File: src/rtl/count_match_capture.sv
// Watches an upstream free-running counter: flags wraps and match events, keeps a wrap epoch tag,
// and queues {tag,count} snapshots for a valid/ready consumer. OVERFLOW_STICKY_EN makes overflow sticky.
module count_match_capture #(
    parameter int CNT_W = 4,
    parameter int TAG_W = 8,
    parameter int DEPTH = 4
) (
    input  logic                     clk,
    input  logic                     reset,
    input  logic [CNT_W-1:0]         count,
    input  logic                     enable,
    input  logic [CNT_W-1:0]         match_val,
    output logic                     match_pulse,
    output logic                     wrap_pulse,
    output logic                     out_valid,
    input  logic                     out_ready,
    output logic [TAG_W+CNT_W-1:0]   out_data,
    output logic [$clog2(DEPTH):0]   fifo_level,
    output logic                     overflow
);
    localparam int AW = $clog2(DEPTH);
    localparam int LW = AW + 1;
    localparam int DW = TAG_W + CNT_W;

    typedef enum logic {IDLE, TRACK} state_t;

    state_t                    state;
    logic [CNT_W-1:0]          prev_count;
    logic [TAG_W-1:0]          tag;
    logic [DEPTH-1:0][DW-1:0]  mem;
    logic [AW-1:0]             wr_ptr, rd_ptr;
    logic [LW-1:0]             level;

    logic             tracking, wrap, match, pop, full, push_ok, drop;
    logic [TAG_W-1:0] tag_next;

    assign tracking = (state == TRACK) && enable;
    assign wrap     = tracking && (prev_count == {CNT_W{1'b1}}) && (count == '0);
    // A count held across cycles must not re-fire, hence the change check.
    assign match    = tracking && (count == match_val) && (count != prev_count);
    assign tag_next = tag + TAG_W'(wrap);

    assign out_valid  = (level != '0);
    assign out_data   = mem[rd_ptr];
    assign fifo_level = level;

    assign full    = (level == LW'(DEPTH));
    assign pop     = out_valid && out_ready;
    // A pop in the same cycle frees the slot, so a full FIFO still accepts the push.
    assign push_ok = match && (!full || pop);
    assign drop    = match && full && !pop;

    always_ff @(posedge clk) begin
        if (reset) begin
            state       <= IDLE;
            prev_count  <= '0;
            tag         <= '0;
            match_pulse <= 1'b0;
            wrap_pulse  <= 1'b0;
            overflow    <= 1'b0;
            wr_ptr      <= '0;
            rd_ptr      <= '0;
            level       <= '0;
        end else begin
            case (state)
                IDLE: begin
                    if (enable) begin
                        state      <= TRACK;
                        prev_count <= count;
                    end
                end
                TRACK: begin
                    prev_count <= count;
                    if (!enable) state <= IDLE;
                end
                default: state <= IDLE;
            endcase

            match_pulse <= match;
            wrap_pulse  <= wrap;
            tag         <= tag_next;

            if (push_ok) begin
                mem[wr_ptr] <= {tag_next, count};
                wr_ptr      <= wr_ptr + AW'(1);
            end
            if (pop) rd_ptr <= rd_ptr + AW'(1);

            case ({push_ok, pop})
                2'b10:   level <= level + LW'(1);
                2'b01:   level <= level - LW'(1);
                default: level <= level;
            endcase

`ifdef OVERFLOW_STICKY_EN
            if (drop) overflow <= 1'b1;
`else
            overflow <= drop;
`endif
        end
    end
endmodule
File: config.mk
export PLATFORM = sky130hd
export DESIGN_NAME = count_match_capture
export DESIGN_NICKNAME = d
export VERILOG_FILES = /design/src/rtl/count_match_capture.sv
export SDC_FILE = /design/constraint.sdc
export NUM_CORES = 1
export LEC_CHECK = 0
export CORE_MARGIN = 2
export CORE_UTILIZATION = 55
export CTS_CLUSTER_DIAMETER = 80
export DETAILED_ROUTE_END_ITERATION = 8
export GPL_TIMING_DRIVEN = 0
export PLACE_DENSITY_LB_ADDON = 0.15
export SETUP_SLACK_MARGIN = 0.1
export SLEW_MARGIN = 20
export SYNTH_ARGS = -nofsm -noshare
export SYNTH_HDL_FRONTEND = slang
export SYNTH_SLANG_ARGS = --single-unit
File: constraint.sdc
create_clock -name clk -period 3.1 [get_ports clk]
set_input_delay 0.465 -clock clk [delete_from_list [all_inputs] [get_ports clk]]
set_output_delay 0.465 -clock clk [all_outputs]
set_load 0.05 [all_outputs]
* Word-level counts from Yosys, hierarchy flattened *
Cells that the tools add are included.

word-level totals
  bits in registers = 71
  bits of input ports = 12
  word-level logic and storage cells = 56

operators by class
  add/sub/neg operators = 5
  order comparisons = 3
  equal/unequal tests = 7
  muxes and demuxes = 9
  bitwise operators = 2
  reduce and logical (&&, ||, !) cells = 17

operators with widths
  cell                                                         count
  bitwise mux 48 bit                                           1
  binary-select mux 12 bit (select 2 bit)                      1
  demux 12 bit (select 2 bit)                                  1
  two-way mux 12 bit                                           2
  logical AND 1 bit                                            10
  adder 8 x 1 -> 8 bit                                         1
  case mux 4 bit (2 select lines)                              1
  less-than comparator 2 x 3 -> 1 bit (second input constant)  2
  case mux 3 bit (2 select lines)                              1
  adder 2 x 1 -> 2 bit (second input constant)                 2
  equality test 4 bit                                          1
  equality test 4 bit (second input constant)                  1
  zero test 4 bit                                              1
  two-way mux 4 bit                                            1
  inequality test 4 bit                                        1
  adder 3 x 1 -> 3 bit (second input constant)                 1
  equality test 3 bit (second input constant)                  1
  nonzero test 3 bit                                           1
  subtractor 3 x 1 -> 3 bit (second input constant)            1
  equality test 2 x 1 -> 1 bit (second input constant)         1
  equality test 2 bit (second input constant)                  1
  >= comparator 2 x 1 -> 1 bit (second input constant)         1
  zero test 1 bit                                              2
  inequality test 2 bit (second input constant)                1
  other kinds (5)                                              6

* Logic depth before layout (Yosys ltp) *
Gate-level depths: netlist (run 1).

  depth in word-level cells = 6
  mapped depth = 11

* Worst setup path before layout (run 1) *
No wires, ideal clock.

  path kind = reg-to-reg
  from = register level[2] (netlist: fifo_level[2])
  to = register level[2] (netlist: fifo_level[2])
  setup time = 0.071 ns
  arrival = 2.626 ns
  required time = 3.029 ns
  slack = 0.403 ns
  stages on the path, launching flop included = 12
  clock period less this slack = 2.697 ns
  cells stage by stage = dfxtp_1 or4b_1 buf_2 nand4_2 nor3_2 inv_1 ha_1 inv_1 fa_1 xor2_1 or3_1 a21oi_1

between the ends
  longest elaborated chain between the ends = 6
  elaborated cells between the ends (all ways) = 12
  those cells by class = add/sub: 2; eq/ne: 3; mux: 1; reduce/logical: 6

ends and longest elaborated chain
  element                                                                       line    text
  from (decl)                                                                   32      logic [LW-1:0] level;
  from (signal assigned)                                                        90      2'b10: level <= level + LW'(1);
  from (signal assigned)                                                        91      2'b01: level <= level - LW'(1);
  from (signal assigned)                                                        92      default: level <= level;
  equality test 3 bit / nonzero test 3 bit (equally long branches)              47, 43
  zero test 1 bit / logical AND 1 bit (equally long branches)                   50, 48
  logical OR 1 bit                                                              50      assign push_ok = match && (!full || pop);
  logical AND 1 bit                                                             50
  equality test 2 x 1 -> 1 bit / equality test 2 bit (equally long branches)    89      case ({push_ok, pop})
  case mux 3 bit (2 select lines) / nonzero test 2 bit (equally long branches)  -

Several ways; a longest one is shown, not always the timed one.
A chain may end at the register's enable or synchronous reset.

* Worst setup path in the final report (run 1) *
  from = register rd_ptr[1]
  to = output out_data[2]

between the ends
  longest elaborated chain between the ends = 2

ends and longest elaborated chain
  element                                   line  text
  from (decl)                               31    logic [AW-1:0] wr_ptr, rd_ptr;
  from (signal assigned)                    87    if (pop) rd_ptr <= rd_ptr + AW'(1);
  binary-select mux 12 bit (select 2 bit)   44    assign out_data = mem[rd_ptr];
  two-way mux 12 bit (not written as such)  44
  to (decl)                                 17    output logic [TAG_W+CNT_W-1:0] out_data,

Every way passes these cells. The select of a mux whose other input is x is not followed.

==> results of run 1 <==
-- power breakdown --
part / switching, mW / total (mW) / internal, mW / leakage [nW]
Sequential: 0.00583 / 1.01 / 1.01 / 0.627
Combinational: 0.0446 / 0.0780 / 0.0333 / 0.431
Clock: 0.333 / 0.788 / 0.455 / 0.107
Total: 0.384 / 1.88 / 1.49 / 1.17
-- kinds of logic (layout without fill, tap and decap cells) --
kind of cell             Yosys count  in the layout  synth area share [%]
flip-flops                        71             71                  65.7
AND/OR/NAND/NOR                   53             53                  10.3
XOR/XNOR                          18             18                  5.45
buffers and inverters             17             64                  2.34
multiplexers                      14             14                  10.2
AO/OA/AOI/OAI                     12             12                  2.25
adder cells (fa/ha/maj)            8              8                  3.72
-- timing repair --
item,4_1_cts,5_1_grt
setup endpoints to repair,32,23
gates resized for setup,9,2
setup buffers,0,2
pin swaps,0,1
-- state kept, by name (all words and copies together), names as in the netlist --
| signal | count |
|---|---|
| wr_ptr | 2 |
| state | 1 |
| fifo_level | 3 |
| prev_count | 4 |
| tag | 8 |
| rd_ptr | 2 |
| mem | 48 |
| overflow | 1 |
| wrap_pulse | 1 |
| match_pulse | 1 |
-- final cells by class --
| type | instances | share of cell area [%] |
|---|---|---|
| multi-input cells | 105 | 27.0 |
| repair buffers | 31 | 8.39 |
| well taps | 70 | 2.49 |
| clock buffers | 11 | 3.73 |
| plain buffers | 8 | 1.03 |
| inverters | 9 | 0.960 |
| flip-flops and latches | 71 | 54.1 |
| clock inverters | 5 | 2.35 |
-- placed cells by master, fill, tap and decap left out, types with 2 or more instances in the layout --
cell type,synthesis,final
edfxtp_1,48,48
nand2b_1,2,2
buf_2,3,2
nor2_2,0,3
mux4_2,12,12
clkdlybuf4s50_1,0,21
dlygate4sd2_1,0,8
a21oi_1,6,6
nor2_1,14,11
nor2b_1,10,10
buf_4,0,3
clkinv_4,0,2
o21ai_0,5,5
clkbuf_1,4,6
nand3_1,4,4
nand2_1,10,10
ha_1,7,7
xnor2_1,7,7
dfxtp_1,23,23
inv_1,9,9
xor2_1,11,11
bufinv_16,0,2
clkbuf_8,0,9
-- worst max-delay path, delay by kind of cell (launching register included) --
family,cells,cell delay [ns]
muxes,1,0.32
DFF,1,0.41
buffers and inverters,2,1.35
-- metal layers --
layer  vias to the layer above  global-route usage [%]
met3                         8                    3.44
met4                         0                    9.82
met2                        33                    34.7
met5                         -                       0
li1                        781                       -
met1                       824                    24.7
-- per-stage QoR --
step | instance area [um^2] | total power [mW]
floorplan | 2890 | 1.08
global placement | 3270 | 1.11
detailed placement | 3280 | 1.11
CTS | 3480 | 1.89
global route | 3520 | 1.93
finish | 3520 | 1.88
-- final timing paths --
check                                     end  slack [ns]
worst min-delay path            prev_count[3]        0.50
worst max register to register  fifo_level[2]        0.50
worst max-delay path              out_data[2]        0.19
worst min register to register  prev_count[3]        0.50
==> results.json, run 1 <==
{
  "final_core_util_pct": 68.9,
  "max_freq_mhz": 344,
  "multi_input_area_um2": 950,
  "wl_per_cell_um": 17.3,
  "rsz0062_at_grt": "true",
  "critPathKind": "flip-flop to output port",
  "end_kind": "output port",
  "io_buffers": 29,
  "yosysTopAreaCell": "edfxtp_1",
  "synth.top_cell.area_share_pct": 49.8,
  "finalHoldViolCount": 0,
  "viasPerCell": 5.31,
  "r2r_start": "fifo_level[0]",
  "ys_seq_area_share_pct": 65.7,
  "avgSynthCellArea_um2": 15.0,
  "synth_edf_count": 48,
  "setup_viol": 0,
  "holdPathStages": 2,
  "synthTopCellsByArea": "edfxtp_1, dfxtp_1, mux4_2, xor2_1, ha_1",
  "status": "finished clean",
  "synth_seq_cells": 71,
  "crit_chain": "buf_1 -> mux4_2 -> clkdlybuf4s50_1",
  "hold_start": "prev_count[3]",
  "fin_crit_ns": 2.91,
  "crit_required_ns": 2.63,
  "cts_buffer_depth": 2,
  "cts-root-buf": "clkbuf_8",
  "first_pass_iters": 4,
  "setup_tns_ns": 0,
  "drt-initial-drc-count": 99,
  "wl_met1_um": 2320,
  "track_usage_pct": 20.1,
  "antenna_found_initial": 0,
  "top_layer": "met4",
  "syn-cell-area_um2": 2890,
  "place.gp.congestion": 0.696,
  "clkLatencyLatePin_ns": 0.35,
  "nets": 255,
  "die_w_um": 76.5,
  "vias": 1646,
  "worst_pin_slew_ns": 0.787,
  "min_period_over_period_pct": 93.7,
  "clk_pin_slew_worst_paths_ns": 0.08,
  "holdWs_ns": 0.505,
  "slowest_delay_ns": 0.79,
  "io-pin-count": 31,
  "cts_sinks": 71,
  "setup.worst_path.start_class": "flip-flop",
  "crit_slowest_cell": "clkdlybuf4s50_1",
  "async_flop_share_pct": 0,
  "synth_common_cells": "edfxtp_1, dfxtp_1, nor2_1",
  "die-height_um": 76.5,
  "dieArea_um2": 5860,
  "pre_cts_ws_ns": -0.418,
  "core-area_um2": 5110,
  "fillers": 367,
  "syn2layout_area_growth_pct": 21.6,
  "drc_errors": 0,
  "syn_nets": 213,
  "peakVddDrop_uv": 391,
  "synth_cells": 193,
  "crit_fanout": 10,
  "p_leak_nw": 1.17,
  "hold_class": "flip-flop to flip-flop",
  "grt_pass1_vias": 1740,
  "place.detailed.hpwl_um": 3560,
  "drive_gt1_share_pct": 17.5,
  "postRouteAntennaNets": 0,
  "rows": 26,
  "max_slew_margin_pct": 47.5,
  "p_per_area_nw_per_um2": 534,
  "synth_most_common_cell": "edfxtp_1",
  "dp.cells": 292,
  "seqCellArea_um2": 1900,
  "holdBufCountCts": 0,
  "ys_types": 34,
  "synth_warnings": 0,
  "overflow": 0,
  "cap_violations": 0,
  "grt_max_degree": 13,
  "cp.arrival_ns": 2.44,
  "reg2reg_depth": 11,
  "fin_skew_ns": 0.0115,
  "finalWorstSetupSlack_ns": 0.194,
  "layout.cells.non_filler": 310,
  "h-tree-depth": 3,
  "wl_met2_um": 2800,
  "dr_wl_met3_um": 167,
  "grt_pass1_wl_um": 8770,
  "start_util_pct": 56.6,
  "critical_path.startpoint": "rd_ptr[1]",
  "synth_ff_type": "edfxtp_1",
  "cts_tree": "yes",
  "diodes": 0,
  "routed_wl_um": 5370,
  "finalMaxSlewViolations": 0,
  "numCtsBuffers": 9
}
No activity file was read; power rests on OpenSTA's default activity.
==> inputs of run 2 (changes only) <==
--- a/config.mk
+++ b/config.mk
@@ -12,7 +12,6 @@
 export GPL_TIMING_DRIVEN = 0
 export PLACE_DENSITY_LB_ADDON = 0.15
 export SETUP_SLACK_MARGIN = 0.1
-export SLEW_MARGIN = 20
 export SYNTH_ARGS = -nofsm -noshare
 export SYNTH_HDL_FRONTEND = slang
 export SYNTH_SLANG_ARGS = --single-unit
==> results.json, run 2 (same netlist as run 1, synthesis figures left out) <==
{
  "overflow": 0,
  "numCtsBuffers": 9,
  "fin_skew_ns": 0.00532,
  "postRouteAntennaNets": 0,
  "total_power_mw": 1.87,
  "rows": 26,
  "layout_common_cells": "edfxtp_1, dfxtp_1, clkdlybuf4s50_1, mux4_2",
  "use_met3_pct": 4.38,
  "grt_max_degree": 13,
  "slowest_delay_ns": 0.79,
  "max_slew_margin_pct": 47.8,
  "min_period_over_period_pct": 93.0,
  "grtUsageMet1_pct": 25.0,
  "peakVddDrop_uv": 400,
  "track_usage_pct": 20.1,
  "status": "finished clean",
  "die-height_um": 76.5,
  "grt_pass1_vias": 1780,
  "h-tree-depth": 3,
  "place.detailed.hpwl_um": 3600,
  "layout.cells.non_filler": 309,
  "vias": 1680,
  "final_core_util_pct": 69.2,
  "crit_fanout": 10,
  "grt_use_met2_pct": 34.0,
  "nets": 254,
  "core-area_um2": 5110,
  "clkLatencyLatePin_ns": 0.33,
  "p_per_area_nw_per_um2": 529,
  "rsz0062_at_grt": "true",
  "setup.worst_path.start_class": "flip-flop",
  "place.gp.congestion": 0.696,
  "grt_pass1_wl_um": 8840,
  "setup_tns_ns": 0,
  "end_kind": "output port",
  "cts_tree": "yes",
  "routed_wl_um": 5360,
  "die_w_um": 76.5,
  "worst_pin_slew_ns": 0.782,
  "holdBufCountCts": 0,
  "diodes": 0,
  "syn2layout_area_growth_pct": 22.1,
  "drive_gt1_share_pct": 17.2,
  "cap_violations": 0,
  "reg_top3": "mem (48), tag (8), prev_count (4)",
  "hold_class": "flip-flop to flip-flop",
  "cp_top_family": "buffers and inverters",
  "busiest_layer": "met2",
  "finalHoldViolCount": 0,
  "path_buf_inv": 2,
  "cts-root-buf": "clkbuf_8",
  "dp.cells": 292,
  "clk_pin_slew_worst_paths_ns": 0.07,
  "io-pin-count": 31,
  "crit_slowest_cell": "clkdlybuf4s50_1",
  "cp.arrival_ns": 2.42,
  "cts_sinks": 71,
  "finalMaxSlewViolations": 0,
  "first_pass_iters": 4,
  "drc_errors": 0,
  "cts_buffer_depth": 2,
  "crit_required_ns": 2.63,
  "p_leak_nw": 1.16,
  "start_util_pct": 56.6,
  "critPathKind": "flip-flop to output port",
  "drt-initial-drc-count": 91,
  "viasPerCell": 5.44,
  "wl_per_cell_um": 17.3,
  "largest_reg_flops": 48,
  "setup_viol": 0,
  "fin_crit_ns": 2.88,
  "dieArea_um2": 5860,
  "crit_chain": "buf_1 -> mux4_2 -> clkdlybuf4s50_1",
  "fillers": 364,
  "io_buffers": 29,
  "holdWs_ns": 0.499,
  "final_common_cell": "edfxtp_1",
  "regMostFlops": "mem",
  "antenna_found_initial": 0,
  "max_freq_mhz": 347
}
==> run 2: changes by cell type in the layout (fill, tap and decap cells not counted) <==
cell | previous run | this run
buf_12 | 0 | 1
dlygate4sd2_1 | 8 | 5
dlymetal6s2s_1 | 0 | 3
clkinv_4 | 2 | 0
inv_6 | 0 | 1
buf_4 | 3 | 1
clkinvlp_4 | 0 | 1
==> run 2: what timing repair did <==
item | in CTS | in global routing
pin swaps | 0 | 1
gates resized for setup | 10 | 5
setup endpoints to repair | 56 | 26
setup buffers | 0 | 1
==> run 2: final timing paths <==
path,start,slack (ns),to,cells after the start
setup / recovery,rd_ptr[1],0.22,out_data[2],3
hold / removal,prev_count[3],0.50,prev_count[3],2
setup reg to reg,fifo_level[0],0.52,fifo_level[2],11
hold reg to reg,prev_count[3],0.50,prev_count[3],2
==> run 2: worst register-to-register path: cells and delay by family, from the launching register on <==
| family | cells | cell delay (ns) |
|---|---|---|
| AO/OA/AOI/OAI | 1 | 0.14 |
| XOR/XNOR | 1 | 0.16 |
| adder cells (fa/ha/maj) | 2 | 0.55 |
| buffers and inverters | 3 | 0.31 |
| flip-flops | 1 | 0.37 |
| AND/OR/NAND/NOR | 4 | 0.99 |
==> run 2: metal layers <==
layer  vias to the layer above  part of all wire (%)
li1                        783                     -
met3                         9                   5.9
met2                        49                    51
met1                       839                    42
met5                         -                     0
met4                         0                   1.5
==> run 2: final cells by class <==
cell class                 instances  area (um^2)  area share, %
multi-input combinational        105          950           26.9
sequential                        71         1900           53.8
clock inverter                     5         81.3           2.30
clock buffer                      11          131           3.72
timing repair buffer              30          312           8.82
buffer                             8         36.3           1.03
tap                               70         87.6           2.48
inverter                           9         33.8          0.956
==> run 2: metrics by stage <==
stage                     worst slack, ns  cell area, um^2
after floorplan                     0.403             2890
after global placement             -0.307             3270
after detailed placement           -0.454             3270
after CTS                           0.101             3490
after global routing               0.0208             3530
final                               0.216             3530
==> run 2: where the power goes <==
group / switching, mW / total [mW] / internal [mW]
sequential: 0.00564 / 1.01 / 1.01
clock: 0.324 / 0.779 / 0.455
combinational: 0.0444 / 0.0782 / 0.0338
total: 0.374 / 1.87 / 1.50
==> inputs of run 3 (changes only) <==
--- a/config.mk
+++ b/config.mk
@@ -11,7 +11,8 @@
 export DETAILED_ROUTE_END_ITERATION = 8
 export GPL_TIMING_DRIVEN = 0
 export PLACE_DENSITY_LB_ADDON = 0.15
-export SETUP_SLACK_MARGIN = 0.1
+export SETUP_SLACK_MARGIN = 0.02
+export SLEW_MARGIN = 10
 export SYNTH_ARGS = -nofsm -noshare
 export SYNTH_HDL_FRONTEND = slang
 export SYNTH_SLANG_ARGS = --single-unit
==> results.json, run 3 (same netlist as run 1, synthesis figures left out) <==
{
  "finalMaxSlewViolations": 0,
  "core-area_um2": 5110,
  "overflow": 0,
  "fin_area_um2": 3530,
  "place.detailed.hpwl_um": 3600,
  "largest_reg_flops": 48,
  "use_met3_pct": 4.38,
  "final_common_cell": "edfxtp_1",
  "max_freq_mhz": 348,
  "cts_buffer_depth": 2,
  "first_pass_iters": 4,
  "drc_errors": 0,
  "cts-root-buf": "clkbuf_8",
  "io_buffers": 29,
  "start_util_pct": 56.6,
  "cts_sinks": 71,
  "reg_top3": "mem (48), tag (8), prev_count (4)",
  "grt_use_met2_pct": 33.9,
  "layout_common_cells": "edfxtp_1, dfxtp_1, clkdlybuf4s50_1, mux4_2",
  "status": "finished clean",
  "routed_wl_um": 5370,
  "grt_max_degree": 13,
  "cts_tree": "yes",
  "grt_pass1_vias": 1774,
  "holdBufCountCts": 0,
  "cp_top_family": "buffers and inverters",
  "die_w_um": 76.5,
  "grt_pass1_wl_um": 8830,
  "diodes": 0,
  "io-pin-count": 31,
  "setup.worst_path.start_class": "flip-flop",
  "max_slew_margin_pct": 47.8,
  "grtUsageMet1_pct": 25.0,
  "track_usage_pct": 20.1,
  "crit_fanout": 10,
  "wl_per_cell_um": 17.4,
  "postRouteAntennaNets": 0,
  "nets": 253,
  "worst_pin_slew_ns": 0.781,
  "fin_skew_ns": 0.00607,
  "h-tree-depth": 3,
  "p_leak_nw": 1.17,
  "setup_tns_ns": 0,
  "path_buf_inv": 2,
  "viasPerCell": 5.46,
  "clkLatencyLatePin_ns": 0.33,
  "fin_crit_ns": 2.87,
  "layout.cells.non_filler": 308,
  "vias": 1681,
  "drt-initial-drc-count": 78,
  "busiest_layer": "met2",
  "slowest_delay_ns": 0.79,
  "cp.arrival_ns": 2.41,
  "rows": 26,
  "crit_chain": "buf_1 -> mux4_2 -> clkdlybuf4s50_1",
  "placed_area_um2": 3270,
  "hold_class": "flip-flop to flip-flop",
  "holdWs_ns": 0.500,
  "min_period_over_period_pct": 92.7,
  "peakVddDrop_uv": 398,
  "regMostFlops": "mem",
  "place.gp.congestion": 0.696,
  "rsz0062_at_grt": "false",
  "p_per_area_nw_per_um2": 530,
  "numCtsBuffers": 9,
  "end_kind": "output port",
  "antenna_found_initial": 0,
  "syn2layout_area_growth_pct": 22.1,
  "crit_slowest_cell": "clkdlybuf4s50_1",
  "dp.cells": 292,
  "drive_gt1_share_pct": 16.8,
  "crit_required_ns": 2.63,
  "setup_viol": 0,
  "cts_post_setup_buffers_inserted": 0,
  "dieArea_um2": 5860,
  "die-height_um": 76.5,
  "finalHoldViolCount": 0,
  "total_power_mw": 1.87,
  "clk_pin_slew_worst_paths_ns": 0.07,
  "cap_violations": 0,
  "critPathKind": "flip-flop to output port"
}
run 3: cell types whose count changed in the layout (fill, tap and decap cells not counted), sizes merged:
cell,previous run,this run
buf,5,4
dlymetal6s2s,3,8
dlygate4sd2,5,0
run 3: worst min-delay path: stages, from the launching register on:
cell and delay [ns]:
dfxtp_1 0.33, nand2_1 0.07, a21oi_1 0.05
run 3: final cells by class:
| class | count | area [um^2] |
|---|---|---|
| clock buffers | 11 | 131 |
| multi-input cells | 105 | 950 |
| inverters | 9 | 33.8 |
| clock inverters | 5 | 81.3 |
| fillers | 362 | 1580 |
| repair buffers | 29 | 310 |
| flip-flops and latches | 71 | 1900 |
| plain buffers | 8 | 36.3 |
| well taps | 70 | 87.6 |
run 3: final timing paths:
| kind | from | to | slack, ns | cells past startpoint |
|---|---|---|---|---|
| worst max-delay path | rd_ptr[1] | out_data[2] | 0.23 | 3 |
| worst max register to register | fifo_level[0] | fifo_level[2] | 0.51 | 11 |
| worst min-delay path | prev_count[3] | prev_count[3] | 0.50 | 2 |
| worst min register to register | prev_count[3] | prev_count[3] | 0.50 | 2 |
run 3: per-stage QoR:
stage	util [%]	setup WS (ns)
floorplan	-	0.403
global route	69.2	0.0208
CTS	68.5	0.0804
detailed placement	64.0	-0.454
finish	69.2	0.227
global placement	64.0	-0.307
run 3: power by group:
| part | leakage, nW | internal, mW | switching (mW) |
|---|---|---|---|
| combinational | 0.442 | 0.0345 | 0.0443 |
| clock | 0.104 | 0.455 | 0.325 |
| sequential | 0.627 | 1.01 | 0.00579 |
| total | 1.17 | 1.50 | 0.375 |
run 3: repair_timing:
item | 4_1_cts | 5_1_grt
endpoints found under the setup margin | 56 | 14
gates resized for setup | 5 | 10
endpoints found under the hold margin | 0 | 0
run 3: per-layer routing:
metal | wire [um] | vias up | part of all wire, %
met5 | 0 | - | 0
met4 | 96 | 0 | 1.8
met3 | 258 | 11 | 4.8
met2 | 2700 | 46 | 50
met1 | 2320 | 842 | 43
li1 | - | 782 | -
